**src/rtl/pe_row_sequencer.sv**
```systemverilog
// Sequences one row pass of a PE row: streams ifmap/filter operands out, captures
// the returned partial sums, then drains them through a valid/ready result port.
module pe_row_sequencer #(
  parameter int WIDTH   = 16,
  parameter int K       = 3,
  parameter int N_OUT   = 14,
  parameter int CAP_OFS = 4,
  localparam int N_IN   = N_OUT + K - 1,
  localparam int AW     = $clog2(N_IN)
) (
  input  logic               clk,
  input  logic               rstn,
  input  logic               start,
  output logic               busy,
  output logic               done,
  input  logic               ld_valid,
  input  logic               ld_sel,
  input  logic [AW-1:0]      ld_addr,
  input  logic [WIDTH-1:0]   ld_data,
  output logic               ld_ready,
  output logic               pe_en,
  output logic [WIDTH-1:0]   pe_f,
  output logic [WIDTH-1:0]   pe_r,
  input  logic [2*WIDTH-1:0] pe_psum,
  output logic               o_valid,
  input  logic               o_ready,
  output logic [2*WIDTH-1:0] o_data,
  output logic [AW-1:0]      o_idx,
  output logic               o_last
);

  localparam int CW = $clog2(CAP_OFS + N_OUT);
  localparam int KW = (K > 1) ? $clog2(K) : 1;
  localparam int RW = (N_OUT > 1) ? $clog2(N_OUT) : 1;
  localparam logic [CW-1:0] CNT_LAST = CW'(CAP_OFS + N_OUT - 1);

  // Handshakes: a load transfers on ld_valid && ld_ready; a result transfers on
  // o_valid && o_ready, and o_data/o_idx/o_last hold steady until that happens.
  typedef enum logic [1:0] {IDLE, RUN, DRAIN} state_t;

  state_t              state, state_nxt;
  logic [CW-1:0]       cnt;
  logic [KW-1:0]       tap;
  logic [AW-1:0]       idx;
  logic [RW-1:0]       cap_j;
  logic                cap_en;
  logic [WIDTH-1:0]    fbuf [K];
  logic [WIDTH-1:0]    ibuf [N_IN];
  logic [2*WIDTH-1:0]  rbuf [N_OUT];

  assign cap_j  = RW'(cnt - CW'(CAP_OFS));
  assign cap_en = (state == RUN) && (cnt >= CW'(CAP_OFS)) && (cnt <= CNT_LAST);

  always_comb begin
    state_nxt = state;
    case (state)
      IDLE:    if (start) state_nxt = RUN;
      RUN:     if (cnt == CNT_LAST) state_nxt = DRAIN;
      DRAIN:   if (o_ready && o_last) state_nxt = IDLE;
      default: state_nxt = IDLE;
    endcase
  end

  always_comb begin
    busy     = (state != IDLE);
    ld_ready = (state == IDLE);
    pe_en    = (state == RUN) && (cnt == '0);
    pe_f     = '0;
    pe_r     = '0;
    o_valid  = 1'b0;
    o_data   = '0;
    o_idx    = '0;
    o_last   = 1'b0;
    if (state == RUN && cnt < CW'(N_IN)) begin
      pe_f = ibuf[cnt[AW-1:0]];
      pe_r = fbuf[tap];
    end
    if (state == DRAIN) begin
      o_valid = 1'b1;
      o_data  = rbuf[idx[RW-1:0]];
      o_idx   = idx;
      o_last  = (idx == AW'(N_OUT - 1));
    end
  end

  always_ff @(posedge clk or negedge rstn) begin
    if (!rstn) begin
      state <= IDLE;
      cnt   <= '0;
      tap   <= '0;
      idx   <= '0;
      done  <= 1'b0;
      for (int i = 0; i < K; i++)     fbuf[i] <= '0;
      for (int i = 0; i < N_IN; i++)  ibuf[i] <= '0;
      for (int i = 0; i < N_OUT; i++) rbuf[i] <= '0;
    end else begin
      state <= state_nxt;
      done  <= (state == DRAIN) && o_ready && o_last;

      // tap tracks cnt mod K without a divider
      if (state == RUN && state_nxt == RUN) begin
        cnt <= cnt + 1'b1;
        tap <= (tap == KW'(K - 1)) ? '0 : tap + 1'b1;
      end else begin
        cnt <= '0;
        tap <= '0;
      end

      if (state == DRAIN) begin
        if (o_ready) idx <= o_last ? '0 : idx + 1'b1;
      end else begin
        idx <= '0;
      end

      if (cap_en) rbuf[cap_j] <= pe_psum;

      // Out-of-range addresses still complete the handshake but write nothing.
      if (ld_valid && state == IDLE) begin
        if (!ld_sel && ld_addr < AW'(K)) fbuf[ld_addr[KW-1:0]] <= ld_data;
        if (ld_sel && 32'(ld_addr) < N_IN) ibuf[ld_addr] <= ld_data;
      end
    end
  end

endmodule

```
**config.mk**
```make
export PLATFORM = sky130hd
export DESIGN_NAME = pe_row_sequencer
export DESIGN_NICKNAME = d
export VERILOG_FILES = /design/src/rtl/pe_row_sequencer.sv
export SDC_FILE = /design/constraint.sdc
export NUM_CORES = 1
export LEC_CHECK = 0
export ABC_AREA = 1
export CAP_MARGIN = 20
export CELL_PAD_IN_SITES_DETAIL_PLACEMENT = 1
export CELL_PAD_IN_SITES_GLOBAL_PLACEMENT = 2
export CORE_MARGIN = 5
export CORE_UTILIZATION = 37
export CTS_BUF_LIST = sky130_fd_sc_hd__clkbuf_8
export DETAILED_ROUTE_END_ITERATION = 10
export PLACE_DENSITY = 0.83
export SYNTH_ARGS = -nofsm -noshare
export SYNTH_HDL_FRONTEND = slang
export SYNTH_SLANG_ARGS = --single-unit
```
**constraint.sdc**
```tcl
create_clock -name clk -period 3.25 [get_ports clk]
set_input_delay 0.65 -clock clk [delete_from_list [all_inputs] [get_ports clk]]
set_output_delay 0.65 -clock clk [all_outputs]
set_load 0.01 [all_outputs]
```
==> key figures, run 1 <==
Yosys
  – Mapped Area: 0.03776 mm^2
  – Area fraction of the dominant cell type after synthesis: 50.76%
  – Yosys warning count: 0
  – #FFs+latches synth: 766
  – Post-Syn Instances: 5160
  – Area leader, netlist: dfrtp_1
  – Syn_area_per_cell: 7.318 um^2
  – Sequential fraction of the synthesis area: 50.76%
  – Syn Nets: 5224
  – Cell variety after synth: 25
  – Synth top area cells: dfrtp_1 51%, nand2_1 20%, nand3_1 7.7%, o21ai_0 6.6%, inv_1 4.2%

Critical path
  – Worst R2R Path Depth: 8
  – Crit-path max FO: 8
  – Largest stage delay, worst path: 0.52 ns
  – Crit-path cells: inv_12 -> buf_12 -> buf_8 -> buf_12 -> nand2_1 -> nand3_2 -> nand2_1 -> nand2_1 -> nand2_1 -> nor2_1 -> nor2_1 -> buf_4 -> buf_2
  – Reg2Reg Setup Slack: 0.38 ns
  – Critical path launch point type: flip-flop
  – Crit. path cell count: 13
  – RR Startpoint: cnt[0]
  – Cell repeated most along the worst path: nand2_1
  – Critical Path Sink: pe_f[12]
  – Crit Path Category: flip-flop to output port
  – Worst path bufs/invs: 6
  – Reg2reg end: rbuf[129]
  – CP Capture Type: output port
  – Worst path top cell family by delay: buffers and inverters
  – Slowest-stage cell, CP: dfrtp_4
  – CP startpoint: cnt[0]
  – Critical Path RT: 2.60 ns
  – CP arrival: 2.67 ns

Global route
  – Vias in the first global route: 37090
  – GRT overflow: 0
  – Aggregate global-route resource usage: 28.14%
  – Met2 usage: 47.90%
  – Antenna violations before repair: 12
  – GRT Max-Usage Layer: met2
  – Grt met1 use: 35.71%
  – First-pass GRT wire length: 232300 um
  – GRT met3 Usage: 5.187%
  – Pin count of the biggest net entering global routing: 106

Place
  – Cells after DPL: 6460
  – DP Area: 0.04124 mm^2
  – Hpwl dp: 90180 um
  – Number of I/O port buffers: 131
  – Placer Congestion: 0.8008

Clocking
  – Clk slew on worst S/H paths: 0.07 ns
  – H-tree levels: 4
  – CTS Buf Count: 144
  – Worst-Skew Late Latency: 0.84 ns
  – Clock root buffer: clkbuf_8
  – Clock Sink Count: 766
  – Maximum buffer depth of the clock tree: 3
  – TritonCTS clock tree: yes

Layout
  – Finished layout cell area: 0.04732 mm^2
  – FF+latch area: 0.01918 mm^2
  – Multi-input gate area: 0.01643 mm^2
  – Non-Filler Instances: 6843
  – Post-layout net count: 5417
  – Area Overhead vs Synth: 25.30%
  – Share of post-route cells with drive strength above 1: 15.08%
  – Fillers: 12450

STA
  – Hold Slack: 0.4247 ns
  – Setup slack after layout: -0.07354 ns
  – Setup tns final: -0.3895 ns
  – Max Clock Skew: 0.03862 ns
  – Final setup fails: 14
  – Worst-margin pin slew: 0.8832 ns
  – RSZ-0062 raised after global routing: yes
  – Slew headroom: 40.93%
  – Final hold viol count: 0
  – Slew Viols, Final: 0
  – Crit path time final: 3.324 ns
  – Tcrit/Tclk final: 102.3%
  – F_max: 0.3009 GHz

Drt
  – Starting DRC count in detailed routing: 2731
  – WL per Instance: 22.91 um
  – Routed Antenna Nets: 0
  – DRC errors left: 0
  – Post-DR vias/cell: 5.277
  – Iteration count of the initial detailed-routing pass: 5
  – Total Wirelength: 156800 um
  – Via Count: 36110

Pwr
  – Static leakage: 23.28 nW
  – Maximum vdd ir drop: 684.1 uV
  – Total power draw: 40.16 mW
  – Pwr per Cell Area: 848.8 mW/mm^2

Floorplan
  – Initial core utilization: 37.17%
  – Io pins: 132
  – Core Box Area: 0.1016 mm^2
  – Die area: 0.1086 mm^2
  – Width of the die: 329.5 um
  – Cell Rows: 117
  – Die height: 329.5 um

Min path
  – Min-Delay Path Class: input port to asynchronous set/reset pin

Outcome
  – Status: finished, violations left
  – Failing checks: setup timing

Run
  – Max cap viols: 0
[synth_stat cells (all sizes together)]
cell and count:
o221ai 8, o22ai 11, a21oi 15, ha 6, nand2 1998, dfrtp 766, nand4 8, nor3 2
clkinv 2, clkbuf 237, xor2 1, o211ai 48, nor2 413, buf 137, nand3 582, inv 431
o21ai 495
[flip-flops by register name, indices dropped and copies added, names as in the netlist]
register,cells
tap,2
done,1
state,2
ibuf,256
idx,4
cnt,5
rbuf,448
fbuf,48
[repair_timing]
action	4_1_cts	5_1_grt
pin swaps	41	124
resized for setup	402	373
endpoints found under the setup margin	70	60
hold buffers	1	0
buffers inserted	50	32
endpoints found under the hold margin	39	0
gates cloned	27	20
[final cells by class]
| class | count | share of cell area, % |
|---|---|---|
| timing repair inverter | 2 | 0.07933 |
| clock inverter | 77 | 0.8594 |
| timing repair buffer | 419 | 11.31 |
| clock buffer | 180 | 5.236 |
| tap | 1368 | 3.618 |
| antenna | 11 | 0.05818 |
| sequential | 766 | 40.54 |
| multi-input combinational | 3587 | 34.72 |
| inverter | 433 | 3.580 |
[power by group]
part / internal, mW / switching, mW
combinational: 5.47 / 10.2
sequential: 13.0 / 1.94
clock: 5.14 / 4.40
total: 23.6 / 16.5
[worst min-delay path by stage]
stage,end,cells past startpoint,slack [ns]
2_1_floorplan,cnt[0],0,0.35
3_3_place_gp,rbuf[323],2,0.45
3_5_place_dp,rbuf[137],2,0.45
4_1_cts,rbuf[230],2,0.37
5_1_grt,rbuf[84],2,0.41
6_report,rbuf[84],2,0.42
[logic make-up after synthesis]
logic type	after synthesis	synth area share [%]
AOI/OAI and AO/OA	577	8.091
and+or+nand+nor	3003	32.00
adders and majority gates	6	0.1988
DFF	766	50.76
xor gates and xnor gates	1	0.02320
buffers and inverters	807	8.923
[metal layers]
layer,up-vias,wire [um]
met5,-,9
met4,2,5666
met3,284,8937
met2,1061,76610
met1,18200,65530
li1,16560,-
[stage by stage]
stage / setup slack (ns) / util (%)
floorplan: 0.8433 / -
global placement: 0.2668 / 40.59
detailed placement: 0.2343 / 40.59
CTS: -0.2439 / 45.04
global route: -0.1669 / 46.57
finish: -0.07354 / 46.57
[cells in the final DEF, fill, tap and decap left out, types with 20 or more instances in the layout]
master,instances
nand2_1,1916
dfrtp_1,761
nand3_1,565
inv_1,474
o21ai_0,397
nor2_1,284
clkbuf_8,180
buf_4,142
o21ai_1,71
nor2_2,66
nor2_4,63
nand2_2,63
clkdlybuf4s50_1,63
buf_12,61
o211ai_1,48
buf_6,48
buf_16,29
o21ai_2,23
clkbuf_16,20
No activity file was read; power rests on OpenSTA's default activity.
==> inputs of run 2 (changes only) <==
Settings changed: SETUP_SLACK_MARGIN set to 0.05.
==> run 2 against run 1 <==
- routed wire length grew 1.5%
- the run still ends with setup timing left
- hold slack gained 0.011 ns
- fmax grew 0.80%
==> key figures, run 2 (same netlist as run 1, synthesis figures left out) <==
Critical path
  – Worst path top cell family by delay: buffers and inverters
  – Worst path bufs/invs: 4 (-2)
  – CP arrival: 2.65 ns (-0.02 ns)
  – Crit Path Category: flip-flop to output port
  – Largest stage delay, worst path: 0.54 ns (+0.02 ns)
  – Slowest-stage cell, CP: dfrtp_4
  – CP Capture Type: output port
  – Critical Path RT: 2.60 ns (about the same)
  – Critical path launch point type: flip-flop
  – Cell repeated most along the worst path: nand2_1
  – Crit-path max FO: 7 (-1)
  – Crit-path cells: buf_12 -> buf_8 -> buf_16 -> nor2_4 -> nor2_2 -> o21ai_1 -> nand2_1 -> nand2_1 -> nand2_1 -> nand2_1 -> nand2_2 -> buf_6

Place
  – Number of I/O port buffers: 131 (unchanged)
  – Cells after DPL: 6460 (unchanged)
  – DP Area: 0.04124 mm^2 (unchanged)
  – Placer Congestion: 0.8008 (unchanged)
  – Hpwl dp: 90180 um (unchanged)

Layout
  – Commonest non-fill, non-tap cell in the layout: nand2_1
  – Post-layout net count: 5423 (+0.11%)
  – Fillers: 12470 (+0.18%)
  – Biggest regs: rbuf: 448 flops, ibuf: 256 flops, fbuf: 48 flops
  – Area Overhead vs Synth: 26.92%
  – Share of post-route cells with drive strength above 1: 16.93% (+1.8 points)
  – Largest Register: rbuf
  – Max reg flops: 448 (unchanged)
  – Highest-count cells in the layout ignoring fill and taps: 1846 x nand2_1, 761 x dfrtp_1, 530 x nand3_1
  – Finished layout cell area: 0.04793 mm^2 (+1.3%)
  – Non-Filler Instances: 6848 (+0.073%)

Floorplan
  – Cell Rows: 117 (unchanged)
  – Die height: 329.5 um (unchanged)
  – Width of the die: 329.5 um (unchanged)
  – Core Box Area: 0.1016 mm^2 (unchanged)
  – Die area: 0.1086 mm^2 (unchanged)
  – Initial core utilization: 37.17% (unchanged)
  – Io pins: 132 (unchanged)

Drt
  – Post-DR vias/cell: 5.324 (+0.89%)
  – Total Wirelength: 159100 um (+1.5%)
  – Via Count: 36460 (+0.96%)
  – Routed Antenna Nets: 0 (unchanged)
  – WL per Instance: 23.24 um (+1.4%)
  – Iteration count of the initial detailed-routing pass: 8 (+3)
  – Starting DRC count in detailed routing: 2754 (+0.84%)
  – DRC errors left: 0 (unchanged)

Clocking
  – Clock Sink Count: 766 (unchanged)
  – TritonCTS clock tree: yes
  – Clk slew on worst S/H paths: 0.07 ns (about the same)
  – Worst-Skew Late Latency: 0.83 ns (about the same)
  – Clock root buffer: clkbuf_8
  – Maximum buffer depth of the clock tree: 3 (unchanged)
  – H-tree levels: 4 (unchanged)
  – CTS Buf Count: 144 (unchanged)

Global route
  – GRT overflow: 0 (unchanged)
  – Vias in the first global route: 37740 (+1.7%)
  – First-pass GRT wire length: 238400 um (+2.6%)
  – Pin count of the biggest net entering global routing: 106 (unchanged)
  – Aggregate global-route resource usage: 28.84% (+0.70 points)
  – Antenna violations before repair: 12 (unchanged)

STA
  – Crit path time final: 3.297 ns (-0.02642 ns)
  – F_max: 0.3033 GHz (+0.80%)
  – Slew headroom: 39.27% (-1.7 points)
  – Final hold viol count: 0 (unchanged)
  – Max Clock Skew: 0.04297 ns (+0.004349 ns)
  – Slew Viols, Final: 0 (unchanged)
  – RSZ-0062 raised after global routing: yes
  – Worst-margin pin slew: 0.9080 ns (+0.02482 ns)
  – Setup tns final: -0.04712 ns (+0.3424 ns)
  – Tcrit/Tclk final: 101.4% (-0.81 points)
  – Final setup fails: 1 (-13)
  – Setup slack after layout: -0.04712 ns (+0.02642 ns)

Outcome
  – Status: finished, violations left
  – Failing checks: setup timing

Run
  – Max cap viols: 0 (unchanged)

Pwr
  – Total power draw: 41.35 mW (+3.0%)
  – Maximum vdd ir drop: 682.5 uV (-0.23%)
  – Static leakage: 23.57 nW (+1.3%)
  – Pwr per Cell Area: 862.8 mW/mm^2 (+1.7%)

Min path
  – Min-Delay Path Class: input port to asynchronous set/reset pin
[run 2: final cells by class]
| type | instances | area (um^2) | area share (%) |
|---|---|---|---|
| Clock inverter | 77 | 406.6 | 0.8484 |
| Multi-Input combinational cell | 3587 | 16800 | 35.05 |
| Antenna cell | 10 | 25.02 | 0.05221 |
| Inverter | 433 | 1684 | 3.514 |
| Clock buffer | 180 | 2477 | 5.169 |
| Tap cell | 1368 | 1712 | 3.571 |
| Sequential cell | 766 | 19180 | 40.02 |
| Timing Repair inverter | 2 | 23.77 | 0.04960 |
| Timing Repair Buffer | 425 | 5620 | 11.73 |
[run 2: worst paths after layout]
check                          start    endpoint  slack, ns  cells past startpoint
max                           idx[0]  o_data[11]      -0.05                     12
min                             rstn    rbuf[84]       0.44                      2
max reg2reg                   cnt[0]   rbuf[136]       0.47                      8
min reg2reg                rbuf[388]   rbuf[388]       0.47                      2
max in group asynchronous       rstn   ibuf[246]       1.86                      3
min in group clk           rbuf[388]   rbuf[388]       0.47                      2
[run 2: report_power, final]
part | switching (mW) | total [mW] | internal (mW)
registers | 1.90 | 14.9 | 13.0
logic | 10.8 | 16.9 | 6.08
clock network | 4.41 | 9.55 | 5.15
[run 2: what timing repair did]
item | 4_1_cts | 5_1_grt
gates resized for setup | 609 | 268
pin swaps | 104 | 131
buffers inserted | 64 | 10
cloned | 43 | 9
endpoints found under the setup margin | 71 | 57
hold buffers | 1 | 0
endpoints found under the hold margin | 39 | 0
[run 2: metal layers]
metal	GRT usage [%]	share of wire, %	up-vias
met3	4.784	5.3	332
li1	-	-	16580
met4	11.16	4.1	2
met5	0	0.0082	-
met2	49.41	49	1069
met1	36.64	41	18470
[run 2: per-stage QoR]
step | hold WS (ns) | utilization [%] | setup WS [ns]
after floorplan | 0.3544 | - | 0.8433
after global placement | 0.4477 | 40.59 | 0.2668
after detailed placement | 0.4532 | 40.59 | 0.2343
after CTS | 0.3666 | 46.00 | -0.1276
after global routing | 0.4142 | 47.17 | -0.1080
final | 0.4360 | 47.18 | -0.04712
==> inputs of run 3 (changes only) <==
Settings changed: GPL_TIMING_DRIVEN set to 0, SKIP_LAST_GASP set to 1.
==> run 3 against run 2 <==
- first-iteration DRC count up 11%
- sequential cell count unchanged
- design area about the same
- the flow still finishes with violations (setup timing)
- sequential share of layout area about the same
- count of clock-buffer cells in the layout down 6
==> key figures, run 3 (same netlist as run 1, synthesis figures left out) <==
Outcome
  – Status: finished, violations left
  – Failing checks: setup timing

Drt
  – Via Count: 37300 (+2.3%)
  – Routed Antenna Nets: 0 (unchanged)
  – DRC errors left: 0 (unchanged)
  – Total Wirelength: 176800 um (+11%)
  – Starting DRC count in detailed routing: 3065 (+11%)
  – WL per Instance: 25.25 um (+8.6%)
  – Post-DR vias/cell: 5.325 (about the same)
  – Iteration count of the initial detailed-routing pass: 5 (-3)

STA
  – Final setup fails: 39 (+38)
  – RSZ-0062 raised after global routing: yes
  – F_max: 0.2937 GHz (-3.2%)
  – Worst-margin pin slew: 1.188 ns (+0.2800 ns)
  – Final hold viol count: 0 (unchanged)
  – Max Clock Skew: 0.04078 ns (-0.002190 ns)
  – Slew Viols, Final: 0 (unchanged)
  – Crit path time final: 3.405 ns (+0.1077 ns)
  – Slew headroom: 20.80% (-18 points)
  – Setup slack after layout: -0.1549 ns (-0.1077 ns)
  – Tcrit/Tclk final: 104.8% (+3.3 points)
  – Hold Slack: 0.3617 ns (-0.07428 ns)

Floorplan
  – Io pins: 132 (unchanged)
  – Core Box Area: 0.1016 mm^2 (unchanged)
  – Initial core utilization: 37.17% (unchanged)
  – Cell Rows: 117 (unchanged)
  – Width of the die: 329.5 um (unchanged)
  – Die height: 329.5 um (unchanged)
  – Die area: 0.1086 mm^2 (unchanged)

Place
  – Number of I/O port buffers: 131 (unchanged)
  – Worst setup slack after placement: -1.405 ns (-1.639 ns)
  – Placer Congestion: 0.9081 (+13%)
  – Hpwl dp: 120600 um (+34%)

Pwr
  – Static leakage: 23.73 nW (+0.67%)
  – Pwr per Cell Area: 880.3 mW/mm^2 (+2.0%)
  – Maximum vdd ir drop: 622.7 uV (-8.8%)

Global route
  – GRT overflow: 0 (unchanged)
  – Vias in the first global route: 37870 (+0.36%)
  – Pin count of the biggest net entering global routing: 113 (+6.6%)
  – First-pass GRT wire length: 255600 um (+7.2%)
  – Antenna violations before repair: 1 (-11)
  – Aggregate global-route resource usage: 31.87% (+3.0 points)

Layout
  – Max reg flops: 448 (unchanged)
  – Commonest non-fill, non-tap cell in the layout: nand2_1
  – Area Overhead vs Synth: 26.98% (about the same)
  – Biggest regs: rbuf: 448 flops, ibuf: 256 flops, fbuf: 48 flops
  – Post-layout net count: 5593 (+3.1%)
  – Share of post-route cells with drive strength above 1: 16.92% (about the same)
  – Largest Register: rbuf
  – Highest-count cells in the layout ignoring fill and taps: 1831 x nand2_1, 761 x dfrtp_1, 491 x nand3_1

Clocking
  – Worst-Skew Late Latency: 0.85 ns (+0.02 ns)
  – Clock root buffer: clkbuf_8
  – H-tree levels: 4 (unchanged)
  – CTS Buf Count: 146 (+1.4%)
  – Clk slew on worst S/H paths: 0.06 ns (about the same)
  – Clock Sink Count: 766 (unchanged)
  – TritonCTS clock tree: yes
  – Maximum buffer depth of the clock tree: 3 (unchanged)

Run
  – Max cap viols: 0 (unchanged)

Critical path
  – CP Capture Type: output port
  – Reg2Reg Setup Slack: 0.13 ns (-0.34 ns)
  – Crit-path max FO: 8 (+1)
  – Reg2reg end: rbuf[301]
  – CP startpoint: idx[0]
  – Crit-path cells: buf_12 -> clkbuf_16 -> buf_12 -> buf_16 -> nand2_4 -> nand2_2 -> o211ai_1 -> nand3_4 -> nand2_4 -> buf_6
  – Largest stage delay, worst path: 0.41 ns (-0.13 ns)
  – Critical path launch point type: flip-flop
  – Worst R2R Path Depth: 13 (+5)
  – Worst path bufs/invs: 5 (+1)
  – Slowest-stage cell, CP: dfrtp_2
  – Crit Path Category: flip-flop to output port
  – CP arrival: 2.75 ns (+0.10 ns)
  – RR Startpoint: cnt[0]
  – Worst path top cell family by delay: buffers and inverters
  – Critical Path RT: 2.60 ns (about the same)

Min path
  – Min-Delay Path Class: input port to asynchronous set/reset pin
-- run 3: cell types whose count changed in the layout (fill, tap and decap cells not counted), sizes merged, moves of 3 or more --
cell	before	now
clkbuf	191	416
buf	331	270
diode	10	2
bufbuf	3	0
-- run 3: layout make-up --
type | count | area, um^2
buffer | 374 | 3306
clock buffer | 174 | 2395
inverter | 433 | 1684
tap | 1368 | 1712
timing repair buffer | 221 | 2536
clock inverter | 79 | 351.6
antenna | 2 | 5.005
multi-input combinational | 3587 | 16790
sequential | 766 | 19170
fill | 12510 | 53640
-- run 3: worst max path at each step --
stage | endpoint | slack, ns | cells after the start
after CTS | o_data[4] | -0.18 | 9
after global placement | ibuf[138] | -35.98 | 1
after detailed placement | rbuf[58] | -1.40 | 11
final | o_data[9] | -0.15 | 10
after floorplan | pe_en | 0.84 | 7
after global routing | o_data[9] | -0.21 | 10
-- run 3: power by group --
group,internal [mW],leakage (nW),switching (mW),total [mW]
sequential,13.0,8.34,1.82,14.8
clock,4.82,1.62,4.48,9.30
combinational,6.00,13.8,12.1,18.1
total,23.8,23.7,18.4,42.2
-- run 3: through the flow --
step	std cells	power, mW	cell area (um^2)	setup TNS, ns	utilization (%)
final	7004	42.21	47950	-2.785	47.20
after detailed placement	6667	30.24	41000	-362.08	40.35
after CTS	6973	41.10	46810	-5.817	46.07
after global placement	6659	30.00	40790	-	40.15
after global routing	7003	44.53	47950	-5.780	47.20
after floorplan	5160	23.41	37760	0	-
-- run 3: what timing repair did --
action / in CTS / in global routing
endpoints found under the hold margin: 94 / 0
buffers inserted: 34 / 18
cloned: 18 / 11
endpoints found under the setup margin: 526 / 166
pin swaps: 120 / 148
resized for setup: 908 / 312
hold buffers: 1 / 0
-- run 3: layer usage --
layer / part of all wire [%] / global-route usage, % / up-vias / wire length, um
met5: 0 / 0 / - / 0
met4: 6.2 / 16.81 / 0 / 10880
met3: 6.1 / 4.887 / 421 / 10850
met2: 46 / 51.91 / 1345 / 82210
met1: 41 / 41.17 / 18640 / 72880
li1: - / - / 16890 / -
